## src/rtl/tap_ctl_pkg.sv

```systemverilog
// Shared types and constants for the tap-selector load controller.
package tap_ctl_pkg;

   typedef enum logic [2:0] {
      StIdle,
      StClear,
      StFill,
      StWaitDone,
      StOffer
   } tap_ctl_state_e;

   localparam int unsigned TAP_W    = 8;
   localparam logic [2:0]  POW_MASK = 3'b111;
   localparam logic [2:0]  MAX_POW  = 3'd7;

endpackage

```

## src/rtl/tap_load_controller.sv

```systemverilog
// Sequences one tap-selector fill (clear, stream entropy bytes, wait done) and offers the
// captured tap vector over valid/ready. Optional byte watchdog: `define TAPCTL_WATCHDOG_EN.
module tap_load_controller
   import tap_ctl_pkg::*;
#(
   parameter int unsigned NUM_OF_TAPS = 15,
   parameter int unsigned MAX_BYTES   = 255
) (
   input  logic                           clk,
   input  logic                           res,
   input  logic                           start,
   input  logic                           rnd_valid,
   input  logic [7:0]                     rnd_data,
   output logic                           rnd_ready,
   output logic                           sel_res,
   output logic                           sel_ena,
   output logic                           sel_take,
   output logic [7:0]                     sel_din,
   input  logic                           sel_done,
   input  logic [NUM_OF_TAPS*TAP_W-1:0]   sel_taps,
   output logic                           cfg_valid,
   input  logic                           cfg_ready,
   output logic [NUM_OF_TAPS*TAP_W-1:0]   cfg_taps,
   output logic                           busy,
   output logic                           error
);

   localparam int unsigned    CntW    = $clog2(NUM_OF_TAPS + 1);
   localparam int unsigned    VecW    = NUM_OF_TAPS * TAP_W;
   localparam logic [CntW-1:0] TapMax  = CntW'(NUM_OF_TAPS);
   localparam logic [CntW-1:0] TapLast = CntW'(NUM_OF_TAPS - 1);

   if (NUM_OF_TAPS < 1 || MAX_BYTES < 1 || MAX_BYTES > 255) begin : g_param_chk
      $error("tap_load_controller: NUM_OF_TAPS or MAX_BYTES out of range");
   end

   tap_ctl_state_e  state_q, state_d;
   logic [CntW-1:0] tap_cnt_q, tap_cnt_d;
   logic [VecW-1:0] cfg_taps_q, cfg_taps_d;

   logic in_fill, hs, tap_hit, last_tap, abort;

   assign in_fill  = (state_q == StFill);
   assign hs       = in_fill && rnd_valid;
   // Zero-power bytes are consumed but never counted as taps.
   assign tap_hit  = hs && ((rnd_data[2:0] & POW_MASK) != 3'd0);
   assign last_tap = tap_hit && (tap_cnt_q == TapLast);

`ifdef TAPCTL_WATCHDOG_EN
   logic [7:0] byte_cnt_q, byte_cnt_d;

   // Abort on the handshake that consumes the MAX_BYTES-th byte unless it completes the fill.
   assign abort = hs && (byte_cnt_q == 8'(MAX_BYTES - 1)) && !last_tap;

   always_comb begin
      byte_cnt_d = byte_cnt_q;
      if (state_q == StClear) begin
         byte_cnt_d = '0;
      end else if (hs && byte_cnt_q != 8'hff) begin
         byte_cnt_d = byte_cnt_q + 8'd1;
      end
   end

   always_ff @(posedge clk or posedge res) begin
      if (res) begin
         byte_cnt_q <= '0;
      end else begin
         byte_cnt_q <= byte_cnt_d;
      end
   end
`else
   assign abort = 1'b0;
`endif

   always_comb begin
      state_d    = state_q;
      tap_cnt_d  = tap_cnt_q;
      cfg_taps_d = cfg_taps_q;
      unique case (state_q)
         StIdle: begin
            if (start) state_d = StClear;
         end
         StClear: begin
            tap_cnt_d = '0;
            state_d   = StFill;
         end
         StFill: begin
            if (tap_hit && tap_cnt_q != TapMax) tap_cnt_d = tap_cnt_q + 1'b1;
            if (last_tap) begin
               state_d = StWaitDone;
            end else if (abort) begin
               state_d = StIdle;
            end
         end
         StWaitDone: begin
            if (sel_done) begin
               cfg_taps_d = sel_taps;
               state_d    = StOffer;
            end
         end
         StOffer: begin
            if (cfg_ready) state_d = StIdle;
         end
         default: state_d = StIdle;
      endcase
   end

   always_ff @(posedge clk or posedge res) begin
      if (res) begin
         state_q    <= StIdle;
         tap_cnt_q  <= '0;
         cfg_taps_q <= '0;
      end else begin
         state_q    <= state_d;
         tap_cnt_q  <= tap_cnt_d;
         cfg_taps_q <= cfg_taps_d;
      end
   end

   assign rnd_ready = in_fill;
   assign sel_ena   = in_fill || (state_q == StWaitDone);
   assign sel_take  = hs;
   assign sel_din   = in_fill ? rnd_data : 8'h00;
   assign sel_res   = (state_q == StClear) || abort;
   assign cfg_valid = (state_q == StOffer);
   assign cfg_taps  = cfg_taps_q;
   assign busy      = (state_q != StIdle);
   assign error     = abort;

endmodule

```

## config.mk

```make
export PLATFORM = sky130hd
export DESIGN_NAME = tap_load_controller
export DESIGN_NICKNAME = d
export VERILOG_FILES = /design/src/rtl/tap_ctl_pkg.sv /design/src/rtl/tap_load_controller.sv
export SDC_FILE = /design/constraint.sdc
export NUM_CORES = 1
export LEC_CHECK = 0
export ABC_AREA = 1
export CAP_MARGIN = 20
export CORE_UTILIZATION = 40
export DETAILED_ROUTE_END_ITERATION = 12
export PLACE_DENSITY = 0.8
export SETUP_SLACK_MARGIN = 0.15
export SYNTH_ARGS = -nofsm -noshare
export SYNTH_HDL_FRONTEND = slang
export SYNTH_SLANG_ARGS = --single-unit
```

## constraint.sdc

```tcl
create_clock -name clk -period 5.3 [get_ports clk]
set_clock_uncertainty 0.05 [all_clocks]
set_input_delay 1.06 -clock clk [delete_from_list [all_inputs] [get_ports clk]]
set_output_delay 1.06 -clock clk [all_outputs]
set_load 0.005 [all_outputs]
```

==> results.md, run 1 <==
Run:
- Max-cap violations in this run came to 0.

Logic synthesis:
- The number of storage elements in the synthesis netlist is 127.
- The gate count after technology mapping is 334.
- In the synthesized netlist the async set-or-reset flop fraction comes to 100%.
- The number of different library cells used by synthesis comes to 22.
- Among all flip-flop cells after synthesis, the most frequent one is sky130_fd_sc_hd__dfrtp_1.
- The yosys synthesis warning count is 0.
- Counting flops with a built-in enable in the synthesized netlist gives 0.
- The number of nets in the synthesized netlist is 470.
- The share of the Yosys chip area taken by registers is 59.6%.
- Averaged over all synthesized cells, the footprint is roughly 16 um2.
- The netlist area before placement is 0.00533 mm2.

Power:
- The clock network is responsible for 21.0% of the overall power.
- Net switching is 26.0% of the power.
- The power share of the sequential group is 34.1%.
- The internal power of the cells totals 3.78 mW.
- For this design the static power due to leakage is 4.07 nW.
- The proportion of power drawn by combinational gates is approximately 45%.
- In this run the power density over the cells is 589 mW/mm2.
- The worst vdd rail ir drop is around 0.00027 V.
- The switching power of the nets is 1.33 mW.

Floorplanning:
- The starting utilization of the core area is 41.6%.
- The number of rows created at floorplan is 41.
- The width of the die is 117 um.
- The die covers 0.0138 mm2.
- From bottom edge to top edge, the die measures about 120 um.
- The core box area is ~0.013 mm2.
- The count of boundary I/O pins is 269.

Timing:
- The slew at the pin closest to its max-slew limit is 0.861 ns.
- Setup violations remaining at the end of the flow were counted as 0.
- Headroom to the max-slew limit came out at 42.6%.
- Summed over all failing endpoints, the final setup total negative slack is 0 ns.
- Timing would allow up to 295 MHz.
- The minimum clock period is 3.39 ns.
- The count of pins over their slew limit is 0.
- The share of the clock period used by the worst path is 63.9%.
- Setup repair after global routing left no endpoint under its margin.
- The count of final hold-check violations is 0.

Placement:
- Routability-driven placement finished with a final weighted congestion of around 0.81.
- The placed standard-cell area is 0.00813 mm2.
- The cell count after placement is 761.
- Once detailed placement completed, the half-perimeter wirelength came to roughly 9.8 mm.
- The count of buffers from port buffering is about 270.

GRT:
- The number of antenna violations at the first check in global routing was 0.
- Entering global routing, the biggest net connects 77 pins.
- The global-route congestion overflow total is 0.
- The global router's overall resource usage is 20.5%.
- The first global-routing pass estimated approximately 22 mm of wire.
- The number of global-route vias before repair is between 4000 and 5000.

Cells and area:
- The count of placed standard cells in the final layout, fillers left out is 792.
- The growth of design area from synthesis to finish is 62.7%.
- The number of antenna diodes in the final layout is 0.
- The proportion of layout cells with a drive suffix above 1 is 25.2%.
- The finished cells cover 0.00868 mm2.
- The number of nets in the final layout is 744.

CTS:
- No sink is reached through more buffers than the 2 on the longest clock path.
- The number of setup buffers added after CTS is 0.
- The clock-pin slew on the worst setup and hold paths is 0.05 ns.
- The clock net in this run drives a total of 127 sinks.
- Gates resized during post-CTS repair numbered 0.
- The TritonCTS clock tree is done.
- After clock tree synthesis, the flow added hold-fix buffers numbering 0.
- The TritonCTS buffer count is 17.
- The clock root buffer is sky130_fd_sc_hd__clkbuf_16.
- The H-tree generated during clock tree synthesis spans 4 levels.
- At the later pin of the worst-skew pair, clock insertion delay measures 0.40 ns.

Worst setup path:
- In this design, the critical path's most frequently occurring cell is sky130_fd_sc_hd__clkdlybuf4s50_1.
- The delay of the slowest cell on the worst path is 0.54 ns.
- The largest driver fanout on the critical path is 3.
- Traced cell by cell, the critical path runs through clkdlybuf4s50_1 -> inv_1 -> nor2_1 -> clkdlybuf4s50_1.
- The critical path is of the in2out type.
- The endpoint type of the worst setup path is a primary output.
- The reg-to-reg setup timing slack is 2.97 ns.
- Among all stages on the critical path, the largest delay is contributed by sky130_fd_sc_hd__clkdlybuf4s50_1.
- At the worst endpoint, the required time is 4.19 ns.
- The worst setup path is launched from a primary input.
- The data arrival time at the worst-slack endpoint is 2.28 ns.

Drt:
- In the routed layout, each cell is associated on average with a via count of 4.65.
- The routed design has ~13 mm of wire.
- The initial detailed-routing violation count is just over 200.
- The first detailed-routing pass ran for 4 iterations.
- Dividing the detail-routed wire length by the instance count gives 16.9 um.
- In the routed design, unresolved DRC markers number 0.
- In this run the remaining antenna-violating nets after routing total 0.
- The total number of vias is 3686.

Run status:
- The run finished with clean final reports.

Min path:
- In this run the worst hold path is classified as reg2reg.
-- sequential cells by signal, indices dropped and copies added, names as in the netlist --
register / count
cfg_taps: 120
tap_cnt_q: 4
state_q: 3
-- final timing paths --
kind | to | startpoint | depth (start not counted)
setup / recovery | sel_take | rnd_valid | 4
hold / removal | cfg_taps[18]$_DFFE_PP0P_ | cfg_taps[18]$_DFFE_PP0P_ | 1
setup reg to reg | cfg_taps[24]$_DFFE_PP0P_ | state_q[1]$_DFFE_PP0P_ | 5
hold reg to reg | cfg_taps[18]$_DFFE_PP0P_ | cfg_taps[18]$_DFFE_PP0P_ | 1
max in group asynchronous | cfg_taps[5]$_DFFE_PP0P_ | res | 3
min in group asynchronous | cfg_taps[6]$_DFFE_PP0P_ | res | 2
-- synthesized netlist by cell type, types with 2 or more instances --
| library cell | instances | area, um2 |
|---|---|---|
| sky130_fd_sc_hd__dfrtp_1 | 127 | 3180 |
| sky130_fd_sc_hd__mux2_4 | 89 | 1340 |
| sky130_fd_sc_hd__mux2_2 | 31 | 349 |
| sky130_fd_sc_hd__inv_1 | 20 | 75.1 |
| sky130_fd_sc_hd__nand2_1 | 14 | 52.6 |
| sky130_fd_sc_hd__nor2_1 | 13 | 48.8 |
| sky130_fd_sc_hd__buf_6 | 10 | 113 |
| sky130_fd_sc_hd__nand3_1 | 10 | 50.1 |
| sky130_fd_sc_hd__buf_2 | 3 | 15.0 |
| sky130_fd_sc_hd__a21oi_1 | 2 | 10.0 |
| sky130_fd_sc_hd__ha_1 | 2 | 25.0 |
| sky130_fd_sc_hd__or2_2 | 2 | 12.5 |
| sky130_fd_sc_hd__xor2_1 | 2 | 17.5 |
-- metrics by stage --
step	utilization, %	hold slack [ns]	worst slack [ns]	total power, mW
5_1_grt	67.7	0.463	1.81	5.40
6_report	67.7	0.454	1.91	5.11
4_1_cts	67.7	0.456	1.93	5.18
3_5_place_dp	63.4	0.443	1.95	4.06
3_3_place_gp	63.4	0.438	1.94	3.99
2_1_floorplan	-	0.454	0.806	2.77
-- cell usage in the layout (no fill, tap or decap), types with 2 or more instances in the layout --
cell and count:
sky130_fd_sc_hd__clkinv_2 4, sky130_fd_sc_hd__clkdlybuf4s50_1 267, sky130_fd_sc_hd__clkbuf_16 17, sky130_fd_sc_hd__buf_4 2
sky130_fd_sc_hd__inv_1 19, sky130_fd_sc_hd__a21oi_1 2, sky130_fd_sc_hd__mux2_2 31, sky130_fd_sc_hd__clkbuf_8 4
sky130_fd_sc_hd__nor2_1 13, sky130_fd_sc_hd__nand3_1 10, sky130_fd_sc_hd__or2_2 2, sky130_fd_sc_hd__clkbuf_1 4
sky130_fd_sc_hd__dfrtp_1 127, sky130_fd_sc_hd__mux2_4 89, sky130_fd_sc_hd__ha_1 2, sky130_fd_sc_hd__xor2_1 2
sky130_fd_sc_hd__nand2_1 13
-- kinds of logic after synthesis --
logic type / count (synthesis) / share of synthesized area [%]
other: 1 / 0.0703
muxes: 120 / 31.6
xor gates and xnor gates: 2 / 0.328
DFF: 127 / 59.6
AOI/OAI and AO/OA: 4 / 0.399
adders and majority gates: 2 / 0.469
and+or+nand+nor: 42 / 3.47
buffers and inverters: 36 / 4.08
-- power groups by stage --
stage / Combinational, mW / Sequential [mW] / Clock [mW]
floorplan: 1.00 / 1.76 / 0
global placement: 2.27 / 1.72 / 0
detailed placement: 2.31 / 1.75 / 0
CTS: 2.33 / 1.75 / 1.11
global route: 2.44 / 1.81 / 1.15
finish: 2.30 / 1.75 / 1.07
-- area by class of cell --
class                           instances  area (um2)
Clock buffer                           25         495
Clock inverter                          6        57.6
Fill cell                             911        4140
Inverter                               21        81.3
Multi-Input combinational cell        171        1950
Sequential cell                       127        3180
Tap cell                              172         215
Timing Repair Buffer                  270        2710
-- layer usage --
| metal | GRT usage, % | wire length [um] | share of wire (%) |
|---|---|---|---|
| met1 | 23.2 | 5160 | 39 |
| met2 | 35.9 | 7120 | 53 |
| met3 | 5.04 | 709 | 5.3 |
| met4 | 10.1 | 365 | 2.7 |
| met5 | 0 | 0 | 0 |
-- worst max-delay path, delay by kind of cell --
kind | cells | cell delay, ns
buffers and inverters | 3 | 1.02
AND/OR/NAND/NOR | 1 | 0.19
(Power assumes the default switching activity.)
==> inputs of run 2 (changes only) <==
CORE_UTILIZATION = 36   (was 40)
PLACE_DENSITY = 0.76   (was 0.8)
clock period = 3.1 ns   (was 5.3 ns; I/O delays follow)
==> run 2 against run 1 <==
Against the previous run: sequential power grew 71%; highest routed layer unchanged; global-route usage is 2.6 points lower; worst hold slack worse by 0.0022 ns; core utilization shrank 6.2 points; cell area rose by 2.6%; worst setup slack worse by 1.5 ns; non-clock buffer count increased by 8; via count is essentially flat; wire length increased by 0.82%; combinational power rose by 72%; count of clock-buffer cells in the layout shrank 2; die area up 11%.
==> results.md, run 2 (synthesized netlist as in run 1, its figures left out) <==
Timing:
- The worst max-slew margin expressed relative to the limit is 63.8% (+21 points).
- The worst hold slack across all endpoints is 0.452 ns (-0.00220 ns).
- The count of final setup violators is 0 (unchanged).
- The count of pins over their slew limit is 0 (unchanged).
- The share of the clock period used by the worst path is 87.0%.
- The total negative setup slack is 0 ns (unchanged).
- The minimum clock period is 2.70 ns.
- For this run, the top clock speed supported by timing is about 370 MHz.
- The smallest setup slack after layout is 0.402 ns (-1.51 ns).
- The count of final hold-check violations is 0 (unchanged).
- The slew at the pin closest to its max-slew limit was 0.544 ns (-0.318 ns).
- Setup repair after global routing left no endpoint under its margin.

Power:
- The sum of internal, switching and leakage power is 9.08 mW (+77%).
- The worst vdd rail ir drop is 0.000721 V (+160%).
- The power density of the placed cells came to 1020 mW/mm2 (+73%).
- The static leakage came to 4.16 nW (+2.3%).

Cells and area:
- The area growth from synthesis to layout is 66.9%.
- The final standard cell area without fillers is 0.00890 mm2 (+2.6%).
- The most common cell after layout, fill and taps aside is sky130_fd_sc_hd__clkdlybuf4s50_1.
- The count of placed standard cells in the final layout, fillers left out is 813 (+2.7%).
- The count of antenna diodes in the layout came to 0 (unchanged).
- The library cells used most frequently in the layout, excluding fill and tap cells, are sky130_fd_sc_hd__clkdlybuf4s50_1, sky130_fd_sc_hd__dfrtp_1, sky130_fd_sc_hd__mux2_4, sky130_fd_sc_hd__mux2_2, sky130_fd_sc_hd__inv_1.
- The post-layout utilization of the core is 61.5% (-6.2 points).
- The number of nets in the final layout came to 752 (+1.1%).
- The total of fill cells in the finished design is 1080 (+19%).
- The proportion of layout cells with a drive suffix above 1 is 26.6% (+1.4 points).
- The number of flip-flops under the largest register name is 120 (unchanged).

Worst setup path:
- The classification of the worst setup path is reg2out.
- The largest driver fanout on the critical path is 13 (+10).
- On the critical path the largest part of the delay comes from simple AND/OR/NAND/NOR gates.
- The count of buffer and inverter cells on the critical path was 1 (-2).
- The delay of the slowest cell on the worst path is 0.54 ns (about the same).
- On the critical path, the stage with the largest delay is an instance of sky130_fd_sc_hd__clkdlybuf4s50_1.
- The critical path's most frequent cell is sky130_fd_sc_hd__nor2_1.
- The endpoint required time on the critical path came to 2.43 ns (-1.76 ns).
- The startpoint kind of the worst setup timing path is a flip-flop.
- The reg-to-reg setup timing slack is 1.18 ns (-1.79 ns).
- The endpoint type of the worst setup path is a primary output.
- The data arrival time at the worst-slack endpoint is 2.03 ns (-0.25 ns).
- The signal on the critical path passes through nor2_1 -> nand2_2 -> nor2_1 -> clkdlybuf4s50_1.

CTS:
- The count of buffers added by post-CTS timing repair for setup was 0 (unchanged).
- The clock latency reported for the late side of the worst-skew pair is 0.41 ns (about the same).
- The total number of clock tree sinks is 127 (unchanged).
- The TritonCTS buffer count is 17 (unchanged).
- The number of buffers between clock root and the deepest sink is 2 (unchanged).
- The clock root buffer is sky130_fd_sc_hd__clkbuf_16.
- TritonCTS built the clock tree.
- The number of levels in the clock H-tree is 4 (unchanged).
- The clock-pin slew on the worst setup and hold paths was 0.06 ns (about the same).

Placement:
- The post-placement worst setup slack is 0.620 ns (-1.33 ns).
- The count of buffers from port buffering is 267 (unchanged).
- The routability-driven placement congestion ratio is 0.804 (-0.74%).
- The cell count after placement is 781 (+2.6%).
- The placed standard-cell area came to 0.00827 mm2 (+1.7%).
- The placed wire-length estimate after detailed placement was 9.75 mm (-0.59%).

Floorplanning:
- The vertical die dimension came to 124 um (+5.3%).
- The number of rows created at floorplan came to 44 (+7.3%).
- The core box area was 0.0145 mm2 (+13%).
- The count of boundary I/O pins was 269 (unchanged).
- The full die area is 0.0153 mm2 (+11%).
- The starting utilization of the core area is 36.8% (-4.8 points).
- The width of the die is 124 um (+5.3%).

GRT:
- The global-route wire length before repair came to 20.5 mm (-5.4%).
- The largest net degree at the start of global routing was 64 (-17%).
- The global router's overall resource usage is 17.9% (-2.6 points).
- The global-route congestion overflow total is 0 (unchanged).
- The number of antenna violations at the first check in global routing is 0 (unchanged).
- The number of global-route vias before repair is 3984 (-1.3%).

Drt:
- The residual antenna-violating net count after detailed routing came to 0 (unchanged).
- The routed wirelength normalized by instance count is 16.6 um (-1.8%).
- The total number of vias is 3684 (-0.054%).
- The number of iterations in the first detailed-routing pass came to 4 (unchanged).
- The final routed wirelength across all metal layers was 13.5 mm (+0.82%).
- The total DRC errors in the routed layout is 0 (unchanged).
- The number of vias per cell is 4.53 (-2.6%).
- The initial detailed-routing violation count is 127 (-37%).

Run status:
- The run finished with clean final reports.

Min path:
- The class of the worst hold path is reg2reg.

Run:
- The max capacitance violation total is 0 (unchanged).
run 2: cell types whose count changed in the layout (fill, tap and decap cells not counted):
cell | before | now
sky130_fd_sc_hd__clkbuf_8 | 4 | 3
sky130_fd_sc_hd__bufinv_16 | 1 | 4
sky130_fd_sc_hd__clkinv_4 | 0 | 1
sky130_fd_sc_hd__clkinvlp_4 | 1 | 2
sky130_fd_sc_hd__clkbuf_1 | 4 | 3
sky130_fd_sc_hd__buf_12 | 1 | 6
sky130_fd_sc_hd__clkinv_2 | 4 | 2
sky130_fd_sc_hd__nand2_1 | 13 | 12
sky130_fd_sc_hd__inv_6 | 0 | 1
sky130_fd_sc_hd__nand2_2 | 0 | 1
sky130_fd_sc_hd__inv_4 | 1 | 0
sky130_fd_sc_hd__buf_4 | 2 | 5
run 2: area by class of cell:
cell class / instances / area [um2] / area share [%]
multi-input combinational: 171 / 1950 / 21.9
clock buffer: 23 / 478 / 5.37
timing repair buffer: 278 / 2830 / 31.8
tap: 184 / 230 / 2.59
clock inverter: 9 / 155 / 1.74
inverter: 21 / 82.6 / 0.928
sequential: 127 / 3180 / 35.7
run 2: final timing paths:
kind                            cells past startpoint                     from                         to
worst max-delay path                                4   state_q[0]$_DFFE_PP0P_                   sel_take
min in group asynchronous                           3                      res  cfg_taps[112]$_DFFE_PP0P_
worst min register to register                      1  cfg_taps[0]$_DFFE_PP0P_    cfg_taps[0]$_DFFE_PP0P_
worst min-delay path                                1  cfg_taps[0]$_DFFE_PP0P_    cfg_taps[0]$_DFFE_PP0P_
max in group asynchronous                           4                      res  cfg_taps[113]$_DFFE_PP0P_
worst max register to register                      5   state_q[0]$_DFFE_PP0P_   cfg_taps[41]$_DFFE_PP0P_
run 2: where the power goes:
part / leakage [nW] / switching, mW / internal (mW)
clock: 0.308 / 0.704 / 1.41
combinational: 2.33 / 1.15 / 2.82
sequential: 1.52 / 0.493 / 2.51
total: 4.16 / 2.34 / 6.73
run 2: metal layers:
layer | GRT usage (%) | routed length, um
met1 | 19.4 | 5230
met2 | 30.2 | 6740
met3 | 7.97 | 1320
met4 | 7.30 | 178
met5 | 0 | 0
run 2: timing repair:
item                                    CTS  global route
gates resized for setup                   0             1
hold buffers                              0             0
endpoints found under the setup margin    0             1
